$ cat config.mk
export PLATFORM = sky130hd
export DESIGN_NAME = div_arbiter
export DESIGN_NICKNAME = d
export VERILOG_FILES = /design/src/rtl/div_arbiter_pkg.sv /design/src/rtl/div_arbiter_rr_picker.sv /design/src/rtl/div_arbiter.sv
export SDC_FILE = /design/constraint.sdc
export NUM_CORES = 1
export LEC_CHECK = 0
export CAP_MARGIN = 15
export CORE_MARGIN = 3
export CORE_UTILIZATION = 44
export CTS_BUF_LIST = sky130_fd_sc_hd__clkbuf_2 sky130_fd_sc_hd__clkbuf_4 sky130_fd_sc_hd__clkbuf_8
export CTS_CLUSTER_DIAMETER = 150
export CTS_CLUSTER_SIZE = 12
export DETAILED_ROUTE_END_ITERATION = 10
export MAX_ROUTING_LAYER = met4
export PLACE_DENSITY = 0.95
export SLEW_MARGIN = 20
export SYNTH_ARGS = -nofsm -noshare
export SYNTH_HDL_FRONTEND = slang
export SYNTH_HIERARCHICAL = 1
export SYNTH_SLANG_ARGS = --single-unit
$ cat constraint.sdc
create_clock -name clk -period 4.1 [get_ports clk]
set_input_delay 0.82 -clock clk [delete_from_list [all_inputs] [get_ports clk]]
set_output_delay 0.82 -clock clk [all_outputs]
set_load 0.005 [all_outputs]
$ cat src/rtl/div_arbiter_pkg.sv
// Shared types and constants for the divider arbiter: FSM state encoding,
// divider op type and the result forced onto a timed-out operation.
package div_arb_pkg;

    typedef enum logic [1:0] {
        S_IDLE  = 2'd0,
        S_START = 2'd1,
        S_WAIT  = 2'd2,
        S_RESP  = 2'd3
    } state_t;

    typedef logic [1:0] op_t;

    localparam int unsigned MAX_XLEN = 64;

    // Sliced down to XLEN at the point of use.
    localparam logic [MAX_XLEN-1:0] TIMEOUT_RES = '1;

endpackage

$ cat src/rtl/div_arbiter_rr_picker.sv
// Round-robin picker: first asserted request at or above ptr, wrapping modulo
// NREQ. Purely combinational.
module rr_picker #(
    parameter int unsigned NREQ = 2,
    parameter int unsigned PW   = (NREQ > 1) ? $clog2(NREQ) : 1
) (
    input  logic [NREQ-1:0] req,
    input  logic [PW-1:0]   ptr,
    output logic [PW-1:0]   grant,
    output logic            any
);

    always_comb begin
        int unsigned idx;
        idx   = 0;
        grant = '0;
        any   = 1'b0;
        for (int unsigned k = 0; k < NREQ; k++) begin
            idx = (32'(ptr) + k) % NREQ;
            if (!any && req[PW'(idx)]) begin
                grant = PW'(idx);
                any   = 1'b1;
            end
        end
    end

endmodule

$ cat src/rtl/div_arbiter.sv
// Shares one iterative divider between NREQ requesters with round-robin
// arbitration, per-owner flush and a watchdog that forces completion.
module div_arbiter
    import div_arb_pkg::*;
#(
    parameter int unsigned NREQ    = 2,
    parameter int unsigned XLEN    = 32,
    parameter int unsigned TIMEOUT = 64
) (
    input  logic                 clk,
    input  logic                 rst_n,
    input  logic [NREQ-1:0]      req_valid,
    output logic [NREQ-1:0]      req_ready,
    input  logic [NREQ*XLEN-1:0] req_a,
    input  logic [NREQ*XLEN-1:0] req_b,
    input  logic [NREQ*2-1:0]    req_op,
    input  logic [NREQ-1:0]      flush,
    output logic [NREQ-1:0]      resp_valid,
    input  logic [NREQ-1:0]      resp_ready,
    output logic [XLEN-1:0]      resp_res,
    output logic                 div_v,
    output logic [XLEN-1:0]      div_a,
    output logic [XLEN-1:0]      div_b,
    output op_t                  div_op,
    input  logic [XLEN-1:0]      div_res,
    input  logic                 div_res_valid,
    output logic                 busy,
    output logic                 err_timeout
);

    localparam int unsigned PW = (NREQ > 1) ? $clog2(NREQ) : 1;
    localparam int unsigned WW = $clog2(TIMEOUT) + 1;

    state_t          state;
    state_t          state_nx;
    logic [PW-1:0]   rr_ptr;
    logic [PW-1:0]   owner;
    logic [PW-1:0]   grant;
    logic            any_req;
    logic            killed;
    logic [XLEN-1:0] a_q;
    logic [XLEN-1:0] b_q;
    op_t             op_q;
    logic [XLEN-1:0] res_q;
    logic [WW-1:0]   wdog;
    logic            err_q;

    logic [NREQ-1:0] req_elig;
    logic            accept;
    logic            own_flush;
    logic            wd_hit;
    logic            done;
    logic            wd_expire;

    assign req_elig  = req_valid & ~flush;
    assign own_flush = flush[owner];
    // No handshake while reset is held: the op registers could not capture it.
    assign accept    = (state == S_IDLE) && any_req && rst_n;
    assign wd_hit    = (wdog == WW'(TIMEOUT - 1));
    assign done      = (state == S_WAIT) && (div_res_valid || wd_hit);
    assign wd_expire = (state == S_WAIT) && !div_res_valid && wd_hit;

    rr_picker #(
        .NREQ (NREQ),
        .PW   (PW)
    ) u_picker (
        .req   (req_elig),
        .ptr   (rr_ptr),
        .grant (grant),
        .any   (any_req)
    );

    always_ff @(posedge clk or negedge rst_n) begin
        if (!rst_n) begin
            state <= S_IDLE;
        end else begin
            state <= state_nx;
        end
    end

    always_comb begin
        state_nx = state;
        unique case (state)
            S_IDLE: begin
                if (accept) begin
                    state_nx = S_START;
                end
            end
            S_START: begin
                state_nx = S_WAIT;
            end
            S_WAIT: begin
                // A flush arriving with the completion still kills the op.
                if (done) begin
                    state_nx = (killed || own_flush) ? S_IDLE : S_RESP;
                end
            end
            S_RESP: begin
                if (own_flush || resp_ready[owner]) begin
                    state_nx = S_IDLE;
                end
            end
            default: state_nx = S_IDLE;
        endcase
    end

    always_comb begin
        req_ready  = '0;
        resp_valid = '0;
        resp_res   = '0;
        div_v      = 1'b0;
        busy       = (state != S_IDLE);
        if (accept) begin
            req_ready[grant] = 1'b1;
        end
        if (state == S_START) begin
            div_v = 1'b1;
        end
        if (state == S_RESP) begin
            resp_valid[owner] = 1'b1;
            resp_res          = res_q;
        end
    end

    assign div_a       = a_q;
    assign div_b       = b_q;
    assign div_op      = op_q;
    assign err_timeout = err_q;

    always_ff @(posedge clk or negedge rst_n) begin
        if (!rst_n) begin
            rr_ptr <= '0;
            owner  <= '0;
            killed <= 1'b0;
            a_q    <= '0;
            b_q    <= '0;
            op_q   <= '0;
            res_q  <= '0;
            wdog   <= '0;
            err_q  <= 1'b0;
        end else begin
            if (accept) begin
                a_q    <= req_a[grant*XLEN +: XLEN];
                b_q    <= req_b[grant*XLEN +: XLEN];
                op_q   <= req_op[grant*2 +: 2];
                owner  <= grant;
                killed <= 1'b0;
                rr_ptr <= (grant == PW'(NREQ - 1)) ? '0 : grant + PW'(1);
            end
            if ((state == S_START || state == S_WAIT) && own_flush) begin
                killed <= 1'b1;
            end
            if (state == S_START) begin
                wdog <= '0;
            end else if (state == S_WAIT) begin
                wdog <= wdog + WW'(1);
            end
            if ((state == S_WAIT) && div_res_valid) begin
                res_q <= div_res;
            end else if (wd_expire) begin
                res_q <= TIMEOUT_RES[XLEN-1:0];
                err_q <= 1'b1;
            end
        end
    end

endmodule

After elaboration in Yosys (flattened, before gate mapping)
Cells that the tools add are included.

operators by class
  add/subtract/negate cells = 3
  magnitude comparators = 6
  eq/ne operators = 7
  shift-type cells = 3
  muxes and demuxes = 32
  bitwise gates (word level) = 3
  reductions and logical operators = 23

operator list
  operator             count
  $shiftx 64x7->32     2
  $mux 32              3
  $mux 1               18
  $mux 7               2
  $mux 2               6
  $logic_and 1x1->1    10
  $lt 1x2->1 const B   4
  $pmux 2 s4           1
  $reduce_bool 2->1    4
  $add 7x1->7 const B  1
  $eq 7x6->1 const B   1
  $ne 2x2->1 const B   3
  $eq 2x2->1 const B   2
  $logic_or 1x1->1     4
  $shiftx 4x3->2       1
  $reduce_and 3->1     1
  $add 1x1->1 const B  2
  $and 2x2->2          1
  $demux 1 s1          2
  $eq 2x1->1 const B   1
  $ge 1x1->1 const B   2
  $logic_not 1->1      2
  $logic_not 2->1      1
  $not 2->2            1
  other kinds (2)      2

word-level totals
  bits in registers = 111
  input port bits = 173
  output and inout bits = 105
  word-level logic and storage cells = 87

Depth between registers and ports, before layout
  word-level depth = 13
  depth in mapped cells = 8
  mapped depth without buffers = 6

By module
The synthesis kept the hierarchy.

by module, submodules not included
  module       instances  cells an instance  area an instance (um2)  sequential area each (um2)
  div_arbiter  1          540                5235.0                  2777.7
  rr_picker    1          3                  17.5                    0.0

Least setup slack after synthesis
OpenSTA, ideal clock, no wires.

  kind = input -> output
  from = input port req_valid[1]
  to = output port req_ready[0]
  data arrival time = 1794 ps
  required time = 3280 ps
  slack = 1486 ps
  stages = 6
  buffers on the path = 3
  cell sequence = nor2b_1 > a21boi_1 > clkbuf_1 > buf_4 > buf_2 > nor2_1

on the way
  word-level cells in the longest chain between the ends = 12

ends and longest elaborated chain
  element                                                                line                         RTL
  from (decl)                                                            div_arbiter.sv:12            input logic [NREQ-1:0] req_valid,
  $and 2x2->2 (*)                                                        div_arbiter.sv:55            assign req_elig = req_valid & ~flush;
  $mux 1 (not written as such) (2 in a row)                              div_arbiter_rr_picker.sv:20  if (!any && req[PW'(idx)]) begin
  $mux 1                                                                 div_arbiter_rr_picker.sv:20
  $logic_not 1->1                                                        div_arbiter_rr_picker.sv:20
  $logic_and 1x1->1                                                      div_arbiter_rr_picker.sv:20
  $mux 1 (*)                                                             div_arbiter_rr_picker.sv:20
  via grant                                                              div_arbiter.sv:38            logic [PW-1:0] grant;
  $lt 1x2->1 (not written as such) / $ge 1x1->1 (equally long branches)  div_arbiter.sv:114           req_ready[grant] = 1'b1;
  $logic_and 1x1->1 (not written as such)                                div_arbiter.sv:114
  $mux 1 (not written as such)                                           div_arbiter.sv:114
  $demux 1 s1 (*)                                                        div_arbiter.sv:114
  $mux 2 (*)                                                             div_arbiter.sv:113           if (accept) begin
  to (decl)                                                              div_arbiter.sv:13            output logic [NREQ-1:0] req_ready,

The timed path passes the listed nets; every way through them passes the cells marked *. The select of a mux whose other input is x is not followed.

Worst setup path after layout
  from = input port flush[0]
  to = output port req_ready[1]

RTL lines
  element                                    line                         RTL
  from (decl)                                div_arbiter.sv:17            input logic [NREQ-1:0] flush,
  $not 2->2 (*)                              div_arbiter.sv:55
  $and 2x2->2 (*)                            div_arbiter.sv:55
  via req_elig[0]                            div_arbiter.sv:48            logic [NREQ-1:0] req_elig;
  $mux 1 (not written as such) (2 in a row)  div_arbiter_rr_picker.sv:20
  $mux 1                                     div_arbiter_rr_picker.sv:20
  $logic_not 1->1                            div_arbiter_rr_picker.sv:20
  $logic_and 1x1->1                          div_arbiter_rr_picker.sv:20
  $mux 1 (*)                                 div_arbiter_rr_picker.sv:20
  via any_req                                div_arbiter.sv:39            logic any_req;
  $logic_and 1x1->1 (*) (2 in a row)         div_arbiter.sv:58            assign accept = (state == S_IDLE) && any_req && rst_n;
  $mux 2 (*)                                 div_arbiter.sv:113

Marked as above.

==> metrics.txt <==
# TYPE chip_impl_metric gauge
chip_impl_info{name="status",value="completed"} 1
chip_impl_metric{name="pin_count_of_the_biggest_net_entering_global_routing",unit=""} 85
chip_impl_metric{name="count_of_final_hold_check_violations",unit=""} 0
chip_impl_metric{name="complex_gate_fraction_of_the_synthesized_area",unit="%"} 9.838
chip_impl_metric{name="synth_adder_area_share",unit="%"} 1.429
chip_impl_metric{name="finalPower",unit="W"} 0.004727
chip_impl_metric{name="final_setup_fails",unit=""} 0
chip_impl_metric{name="switching_share",unit="%"} 32.79
chip_impl_metric{name="max_slew.worst_pin.slew",unit="ns"} 1.089
chip_impl_metric{name="fp.dieW",unit="um"} 115.3
chip_impl_info{name="worst_setup_path_start_kind",value="input port"} 1
chip_impl_metric{name="total_routed_length",unit="mm"} 16.07
chip_impl_metric{name="synthDistinctLibCells",unit=""} 32
chip_impl_metric{name="clock_transition_at_path_regs",unit="ns"} 0.09
chip_impl_metric{name="yosysWarnings",unit=""} 6
chip_impl_metric{name="area_growth",unit="%"} 57.91
chip_impl_metric{name="finalWeightedCongestion",unit=""} 0.8341
chip_impl_metric{name="remaining_drc_errors",unit=""} 0
chip_impl_metric{name="setup_total_negative_slack",unit="ns"} 0
chip_impl_metric{name="postCtsResizedCells",unit=""} 0
chip_impl_metric{name="max_fo_critical_path",unit=""} 5
chip_impl_metric{name="shortest_clock_period_the_worst_path_allows_after_layout",unit="ns"} 3.503
chip_impl_metric{name="cap_violations",unit=""} 0
chip_impl_info{name="end_kind",value="output port"} 1
chip_impl_metric{name="synth-simple-area-share",unit="%"} 17.89
chip_impl_metric{name="drive_gt1_share",unit="%"} 3.483
chip_impl_metric{name="grt_first_pass_wirelength",unit="mm"} 24.86
chip_impl_metric{name="power_per_cell_area",unit="nW/um^2"} 569.9
chip_impl_metric{name="ctsHoldBuffers",unit=""} 0
chip_impl_metric{name="wire_per_inst",unit="um"} 16.97
chip_impl_metric{name="worstSkewPairLatency",unit="ns"} 0.35
chip_impl_metric{name="ys_seq_elements",unit=""} 111
chip_impl_metric{name="post_synth_instance_area",unit="um^2"} 5253
chip_impl_metric{name="synthXorXnorAreaFrac",unit="%"} 0.3335
chip_impl_info{name="cts.root.buffer_cell",value="sky130_fd_sc_hd__clkbuf_8"} 1
chip_impl_metric{name="globalRoute.totalOverflow",unit=""} 0
chip_impl_metric{name="power.internal",unit="W"} 0.003177
chip_impl_metric{name="clock_path_buffers",unit=""} 2
chip_impl_metric{name="synthMuxAreaShare",unit="%"} 13.58
chip_impl_metric{name="final-max-slew-violation-count",unit=""} 0
chip_impl_metric{name="combPwrFrac",unit="%"} 44.7
chip_impl_metric{name="initialDrtViolationCount",unit=""} 418
chip_impl_info{name="cts_tree",value="done"} 1
chip_impl_metric{name="place.port_buffers",unit=""} 277
chip_impl_metric{name="antenna_found_initial",unit=""} 0
chip_impl_metric{name="clkPwrFrac",unit="%"} 14.2
chip_impl_metric{name="rows",unit=""} 39
chip_impl_info{name="rsz0062_at_grt",value="false"} 1
chip_impl_metric{name="timing.critical_path.required",unit="ns"} 3.28
chip_impl_metric{name="post_dp_cell_area",unit="um^2"} 8080
chip_impl_metric{name="syn-instance-count",unit=""} 543
chip_impl_metric{name="cts_buffers",unit=""} 9
chip_impl_metric{name="clock_sinks",unit=""} 111
chip_impl_metric{name="ir_drop",unit="V"} 0.0003569
chip_impl_metric{name="dieArea",unit="um^2"} 13280
chip_impl_metric{name="core_area",unit="um^2"} 11560
chip_impl_info{name="hp-class",value="input port to async pin"} 1
chip_impl_metric{name="drtPass1Iterations",unit=""} 4
chip_impl_metric{name="vias",unit=""} 4872
chip_impl_metric{name="first_global_vias",unit=""} 5075
chip_impl_metric{name="cts_setup_buffers",unit=""} 0
chip_impl_metric{name="drt-vias-per-instance",unit=""} 5.145
chip_impl_metric{name="postSynthAreaPerCell",unit="um^2"} 9.673
chip_impl_metric{name="fin_skew",unit="ns"} 0.01031
chip_impl_metric{name="numnets_final",unit=""} 978
chip_impl_metric{name="synth.yosys.seq_area_share",unit="%"} 52.88
chip_impl_metric{name="die_h",unit="um"} 115.3
chip_impl_info{name="largest_family_of_logic_cells_by_synthesized_area",value="simple AND/OR/NAND/NOR gates"} 1
chip_impl_metric{name="final_cell_area",unit="um^2"} 8294
chip_impl_metric{name="sequential_share_of_power",unit="%"} 41.1
chip_impl_metric{name="syn_nets",unit=""} 722
chip_impl_metric{name="p_leak",unit="nW"} 3.571
chip_impl_metric{name="period_share",unit="%"} 85.43
chip_impl_metric{name="max_slew_margin",unit="%"} 27.39
chip_impl_metric{name="maxClockFrequency",unit="GHz"} 0.2855
chip_impl_metric{name="n_antenna_cell",unit=""} 0
chip_impl_metric{name="critPathArrivalTime",unit="ns"} 2.68
chip_impl_metric{name="dp.final_hpwl",unit="mm"} 12.53
chip_impl_info{name="critPathKind",value="input port to output port"} 1
chip_impl_metric{name="floorplan.initialDensity",unit="%"} 45.42
chip_impl_metric{name="globalRouteTotalUtil",unit="%"} 24.48
chip_impl_metric{name="num_io_pins",unit=""} 278
chip_impl_metric{name="power_switching",unit="W"} 0.001550
chip_impl_metric{name="antenna_left",unit=""} 0
chip_impl_metric{name="cts_max_level",unit=""} 3
## flip-flops by register name, indices dropped and copies added, names as in the netlist
name	flops
div_op	2
owner	1
wdog	7
rr_ptr	1
killed	1
div_a	32
div_b	32
state	2
err_timeout	1
res_q	32
## synthesized netlist by cell type
master / count / area share, %
sky130_fd_sc_hd__xnor2_1: 1 / 0.17
sky130_fd_sc_hd__o2bb2ai_1: 3 / 0.50
sky130_fd_sc_hd__nand4_1: 1 / 0.12
sky130_fd_sc_hd__nor2_1: 40 / 2.9
sky130_fd_sc_hd__nand2_1: 103 / 7.4
sky130_fd_sc_hd__buf_2: 11 / 1.0
sky130_fd_sc_hd__buf_6: 3 / 0.64
sky130_fd_sc_hd__a41o_1: 1 / 0.19
sky130_fd_sc_hd__a22oi_1: 1 / 0.14
sky130_fd_sc_hd__clkbuf_1: 23 / 1.6
sky130_fd_sc_hd__o21bai_1: 1 / 0.14
sky130_fd_sc_hd__o21ai_0: 68 / 6.5
sky130_fd_sc_hd__and2_1: 34 / 4.0
sky130_fd_sc_hd__mux2_2: 2 / 0.43
sky130_fd_sc_hd__buf_4: 1 / 0.14
sky130_fd_sc_hd__nor2b_1: 4 / 0.48
sky130_fd_sc_hd__or2_1: 1 / 0.12
sky130_fd_sc_hd__ha_1: 6 / 1.4
sky130_fd_sc_hd__o31ai_1: 1 / 0.14
sky130_fd_sc_hd__a21o_1: 2 / 0.29
sky130_fd_sc_hd__inv_1: 8 / 0.57
sky130_fd_sc_hd__or3_1: 1 / 0.12
sky130_fd_sc_hd__nand3_1: 19 / 1.8
sky130_fd_sc_hd__nand4_2: 1 / 0.24
sky130_fd_sc_hd__nor3_1: 1 / 0.095
sky130_fd_sc_hd__a21boi_1: 1 / 0.14
sky130_fd_sc_hd__nand3b_1: 2 / 0.29
sky130_fd_sc_hd__nand2b_1: 3 / 0.36
sky130_fd_sc_hd__xor2_1: 1 / 0.17
sky130_fd_sc_hd__a21oi_1: 19 / 1.8
sky130_fd_sc_hd__mux2i_1: 69 / 13
sky130_fd_sc_hd__dfrtp_1: 111 / 53
## worst max-delay path, cell delays in order
cell,delay [ns]
sky130_fd_sc_hd__clkdlybuf4s50_1,0.47
sky130_fd_sc_hd__nor2b_1,0.31
sky130_fd_sc_hd__or2_1,0.20
sky130_fd_sc_hd__nand3_4,0.09
sky130_fd_sc_hd__nor2_1,0.22
sky130_fd_sc_hd__clkdlybuf4s50_1,0.57
## power groups by stage
stage / Combinational [W] / Sequential [W] / Clock (W)
6_report: 0.00211 / 0.00195 / 0.000671
5_1_grt: 0.00232 / 0.00201 / 0.000730
4_1_cts: 0.00214 / 0.00194 / 0.000688
3_5_place_dp: 0.00212 / 0.00196 / 0
3_3_place_gp: 0.00203 / 0.00192 / 0
2_1_floorplan: 0.000812 / 0.00193 / 0
## worst paths after layout
kind	cells past startpoint	from	slack, ns	end
worst min-delay path	1	rst_n	0.42	res_q[29]$_DFFE_PN0P_
worst max register to register	5	state[0]$_DFFE_PN0P_	1.98	res_q[30]$_DFFE_PN0P_
min in group clk	2	div_a[30]$_DFFE_PN0P_	0.49	div_a[30]$_DFFE_PN0P_
max in group asynchronous	2	rst_n	2.37	div_b[16]$_DFFE_PN0P_
worst max-delay path	6	flush[0]	0.60	req_ready[1]
worst min register to register	2	div_a[30]$_DFFE_PN0P_	0.49	div_a[30]$_DFFE_PN0P_
## metrics by stage
| step | util (%) | hold WS (ns) | cells | setup WS, ns |
|---|---|---|---|---|
| finish | 71.72 | 0.4234 | 947 | 0.5972 |
| global route | 71.72 | 0.4356 | 947 | 0.4809 |
| CTS | 71.62 | 0.4176 | 946 | 0.5675 |
| detailed placement | 69.87 | 0.4741 | 930 | 0.5777 |
| global placement | 69.87 | 0.4581 | 930 | 0.6078 |
| floorplan | - | 0.4412 | 543 | 1.486 |
## layout make-up
cell class	instances	area (um^2)
clock buffer	13	160.2
clock inverter	3	42.54
fill	798	3271
inverter	8	30.03
multi-input combinational	386	2286
sequential	111	2778
tap	143	178.9
timing repair buffer	283	2819
## per-layer routing
layer / share of wire [%] / GRT usage, %
met3: 7.7 / 5.947
met2: 52 / 41.98
met4: 2.0 / 7.277
met5: 0 / -
met1: 39 / 28.52
## kinds of logic (layout without fill, tap and decap cells)
logic type               count (synthesis)  after routing
buffers and inverters                   46            307
XOR/XNOR                                 2              2
flip-flops                             111            111
adder cells (fa/ha/maj)                  6              6
AND/OR/NAND/NOR                        210            210
AO/OA/AOI/OAI                           97             97
multiplexers                            71             71
## layout by cell type, fill, tap and decap left out, drive strengths merged
master           n
ha               6
and2            34
nand4            2
nand3           19
clkinvlp         1
nor2            40
inv              8
clkbuf          13
or3              1
mux2             2
clkdlybuf4s50  276
clkinv           1
nand3b           2
bufinv           1
o21bai           1
a41o             1
a21boi           1
nor2b            4
a21o             2
xnor2            1
mux2i           69
nand2          103
nand2b           3
or2              1
a21oi           19
a22oi            1
buf              7
dfrtp          111
o2bb2ai          3
o21ai           68
o31ai            1
xor2             1
nor3             1
Note: power is estimated with default switching activity, not from simulation.
